==> src/rtl/fetch_queue.sv <==
// Shared widths for the fetch/decode datapath, followed by the in-order
// fetch queue that sits between instruction fetch and decode.
package common;
  localparam int unsigned PROGRAM_ADDRESS_WIDTH = 32;
  localparam int unsigned INSTRUCTION_WIDTH     = 32;
endpackage

// Circular FIFO of {pc, instruction} pairs; flush drops wrong-path entries.
module fetch_queue
  import common::*;
#(
  parameter int unsigned                  DEPTH     = 4,
  parameter logic [INSTRUCTION_WIDTH-1:0] NOP_INSTR = 32'h13
) (
  input  logic                             clk,
  input  logic                             rst,
  input  logic                             in_valid,
  output logic                             in_ready,
  input  logic [PROGRAM_ADDRESS_WIDTH-1:0] in_pc,
  input  logic [INSTRUCTION_WIDTH-1:0]     in_instr,
  input  logic                             flush,
  output logic                             out_valid,
  input  logic                             out_ready,
  output logic [PROGRAM_ADDRESS_WIDTH-1:0] out_pc,
  output logic [INSTRUCTION_WIDTH-1:0]     out_instr,
  output logic [$clog2(DEPTH+1)-1:0]       count
);

  localparam int unsigned PW = $clog2(DEPTH);
  localparam int unsigned CW = $clog2(DEPTH+1);
  localparam logic [CW-1:0] FULL_CNT = CW'(DEPTH);

  logic [PROGRAM_ADDRESS_WIDTH-1:0] pc_q    [DEPTH];
  logic [INSTRUCTION_WIDTH-1:0]     instr_q [DEPTH];
  logic [PW-1:0]                    wr_ptr_q, wr_ptr_d;
  logic [PW-1:0]                    rd_ptr_q, rd_ptr_d;
  logic [CW-1:0]                    count_q, count_d;
  logic                             full;
  logic                             push;
  logic                             pop;

  assign full      = (count_q == FULL_CNT);
  assign in_ready  = !full;
  assign out_valid = (count_q != '0);
  assign push      = in_valid & in_ready & ~flush;
  assign pop       = out_valid & out_ready & ~flush;
  assign out_pc    = out_valid ? pc_q[rd_ptr_q]    : '0;
  assign out_instr = out_valid ? instr_q[rd_ptr_q] : NOP_INSTR;
  assign count     = count_q;

  // Next pointer/count: flush clears, otherwise push and pop advance independently.
  always_comb begin
    wr_ptr_d = wr_ptr_q;
    rd_ptr_d = rd_ptr_q;
    count_d  = count_q;
    if (flush) begin
      wr_ptr_d = '0;
      rd_ptr_d = '0;
      count_d  = '0;
    end else begin
      if (push) wr_ptr_d = wr_ptr_q + PW'(1);
      if (pop)  rd_ptr_d = rd_ptr_q + PW'(1);
      if (push && !pop)      count_d = count_q + CW'(1);
      else if (pop && !push) count_d = count_q - CW'(1);
    end
  end

  // Control state register; reset overrides everything.
  always_ff @(posedge clk) begin
    if (rst) begin
      wr_ptr_q <= '0;
      rd_ptr_q <= '0;
      count_q  <= '0;
    end else begin
      wr_ptr_q <= wr_ptr_d;
      rd_ptr_q <= rd_ptr_d;
      count_q  <= count_d;
    end
  end

  // Entry storage; no reset needed since out_valid gates the outputs.
  always_ff @(posedge clk) begin
    if (!rst && push) begin
      pc_q[wr_ptr_q]    <= in_pc;
      instr_q[wr_ptr_q] <= in_instr;
    end
  end

  // Occupancy consistency checks (simulation only).
  always_ff @(posedge clk) begin
    if (!rst) begin
      assert (count_q <= FULL_CNT);
      assert ((count_q == '0) == ((wr_ptr_q == rd_ptr_q) && !full));
    end
  end

endmodule
==> config.mk <==
export PLATFORM = sky130hd
export DESIGN_NAME = fetch_queue
export DESIGN_NICKNAME = d
export VERILOG_FILES = /design/src/rtl/fetch_queue.sv
export SDC_FILE = /design/constraint.sdc
export NUM_CORES = 1
export LEC_CHECK = 0
export CELL_PAD_IN_SITES_DETAIL_PLACEMENT = 1
export CELL_PAD_IN_SITES_GLOBAL_PLACEMENT = 2
export CORE_MARGIN = 1.5
export CORE_UTILIZATION = 42
export CTS_CLUSTER_DIAMETER = 120
export DETAILED_ROUTE_END_ITERATION = 10
export PLACE_DENSITY = 0.75
export SLEW_MARGIN = 5
export SYNTH_ARGS = -nofsm -noshare
export SYNTH_HDL_FRONTEND = slang
export SYNTH_SLANG_ARGS = --single-unit
==> constraint.sdc <==
create_clock -name clk -period 14.5 [get_ports clk]
set_clock_uncertainty 0.05 [all_clocks]
set_input_delay 1.45 -clock clk [delete_from_list [all_inputs] [get_ports clk]]
set_output_delay 1.45 -clock clk [all_outputs]
set_load 0.005 [all_outputs]
==> flow_metrics.py <==
metrics = {
    "cts": {
        "cts_tree": "done",
        "htreeDepth": 1,
        "insertion_delay_ps": 510,
        "cts_sinks": 265,
        "cts_setup_buffers": 0,
        "cts_resized": 0,
        "cts_root_buffer": "clkbuf_16",
        "cts_buffers": 27,
        "cts_buffer_depth": 3,
        "ctsHoldBuffers": 0,
        "clk_pin_slew_ps": 50,
    },
    "detailed_routing": {
        "vias_per_cell": 5.15,
        "initialDrtViolationCount": 289,
        "route.vias.total": 4890,
        "wl_met3_um": 931,
        "wl_per_cell_um": 21.7,
        "top_layer": "met4",
        "drt_first_pass_iters": 4,
        "drcViolationCount": 0,
        "ant_nets": 0,
        "wl_met2_um": 10400,
        "totalWireLength_um": 20600,
        "wl_met1_um": 8930,
    },
    "min_path": {
        "holdPathStages": 2,
        "hp-class": "reg2reg",
    },
    "power": {
        "leakage_nw": 4.00,
        "powerDensity_nw_per_um2": 125,
        "ir_drop_mv": 0.0686,
    },
    "floorplanning": {
        "die-height_um": 159,
        "die_w_um": 159,
        "ios": 138,
        "start_util_pct": 43.2,
        "die_area_sq_um": 25300,
        "core_sq_um": 23700,
        "fp-row-count": 56,
    },
    "layout": {
        "final_cell_mix": "edfxtp_1, clkdlybuf4s50_1, and2_1, mux4_2, clkbuf_16",
        "layout_commonest_cell": "edfxtp_1",
        "design_area_sq_um": 12700,
        "layout-drive-gt1-share_pct": 18.1,
        "nFillCells": 2138,
        "finish.utilization_pct": 53.7,
        "finalNetCount": 686,
        "syn2layout_area_growth_pct": 24.3,
        "diodes": 0,
    },
    "worst_setup_path": {
        "start_kind": "register",
        "critPathMaxFanout": 49,
        "end_kind": "output pin",
        "crit_type": "reg2out",
        "crit_required_ps": 13000,
        "rr_worst_depth": 9,
        "arrival_ps": 3280,
    },
    "global_routing": {
        "grt_antenna_before_repair": 0,
        "grt_usage_pct": 16.7,
        "grt_pass1_wl_um": 32400,
        "grt_max_degree": 65,
        "grt_overflow_total": 0,
        "grt_pass1_vias": 5536,
    },
    "yosys": {
        "ys.flop_type": "edfxtp_1",
        "ys_seq_elements": 265,
        "netlist_area_sq_um": 10200,
        "async_flop_share_pct": 0,
        "synth-edff-count": 256,
        "seq_area_frac_synth_pct": 76.9,
        "yosys_warnings": 0,
        "synthesis.nets": 532,
        "avgSynthCellArea_sq_um": 22.4,
        "synth_cells": 457,
        "synth_cell_type_count": 28,
    },
    "placement": {
        "dpl_worst_slack_ps": 10120,
        "io_buffers": 137,
        "place_congestion": 0.650,
        "place_area_sq_um": 11900,
        "place_hpwl_um": 12200,
    },
    "timing": {
        "period_needed_ps": 4780,
        "rsz0062_at_grt": "no",
        "setup_ws_ps": 9720,
        "fin_crit_sh_pct": 33.0,
        "max_slew_margin_pct": 31.6,
        "hold_violations": 0,
        "max_slew.worst_pin.slew_ps": 1030,
        "slew_violations": 0,
        "setup_violations": 0,
        "fmax_mhz": 209,
        "setup_tns_ps": 0,
    },
    "flow_run": {
        "cap_violations": 0,
    },
    "run_status": {
        "outcome": "complete, no violations",
    },
}
==> layout make-up <==
class,instances,area [sq um],area share [%]
Clock inverter,9,62.6,0.492
Tap cell,319,399,3.14
Timing Repair Buffer,146,1440,11.3
Sequential cell,265,7880,61.9
Clock buffer,40,754,5.93
Inverter,5,18.8,0.147
Multi-Input combinational cell,166,2180,17.1
==> metrics by stage <==
stage                     hold slack [ps]  std cells  power (mW)
final                                 447        950        1.59
after CTS                             445        950        1.61
after global routing                  483        950        1.65
after detailed placement              435        901       0.972
after global placement                404        901       0.969
after floorplan                       409        457       0.907
==> state kept, by name (all words and copies together), names as in the netlist, named ones only <==
name,cells
count,3
rd_ptr_q,2
pc_q,128
wr_ptr_q,2
instr_q,128
==> critical path, cell delays in order (launching register included) <==
cell	delay, ps
dfxtp_4	550
buf_4	860
mux4_1	660
or2_1	220
clkdlybuf4s50_1	450
==> power by group <==
part | internal (mW) | switching (mW) | total [mW] | leakage (nW)
clock | 0.375 | 0.265 | 0.640 | 0.397
combinational | 0.0597 | 0.0428 | 0.103 | 1.22
sequential | 0.847 | 0.00354 | 0.851 | 2.39
==> layer usage <==
metal  GRT usage [%]  up-vias
met5               0        -
met4            3.77        0
met3            2.76       26
met2            28.7      124
met1            22.4     2585
li1                -     2155
==> logic make-up after synthesis <==
group,after synthesis,synth area share (%)
xor gates and xnor gates,3,0.257
buffers and inverters,26,2.07
adders and majority gates,6,0.807
and+or+nand+nor,85,5.20
AOI/OAI and AO/OA,5,0.269
muxes,67,14.5
DFF,265,76.9
==> cells in the mapped netlist (3+ instances only) <==
master | n | area [sq um]
edfxtp_1 | 256 | 7690
nor3b_1 | 4 | 30.0
nor2_1 | 7 | 26.3
or2_1 | 3 | 18.8
mux4_2 | 60 | 1350
buf_2 | 6 | 30.0
and2_1 | 61 | 382
dfxtp_1 | 9 | 180
nand2_1 | 3 | 11.3
buf_12 | 6 | 120
ha_1 | 5 | 62.6
clkbuf_1 | 7 | 26.3
xor2_1 | 3 | 26.3
mux4_1 | 4 | 105
inv_1 | 5 | 18.8
==> final timing paths <==
check	start	endpoint	slack (ps)
setup reg to reg	count[0]	count[2]	12150
hold / removal	rd_ptr_q[1]	register	450
hold reg to reg	rd_ptr_q[1]	register	450
setup / recovery	register	out_instr[1]	9720
No activity file was read; power rests on OpenSTA's default activity.
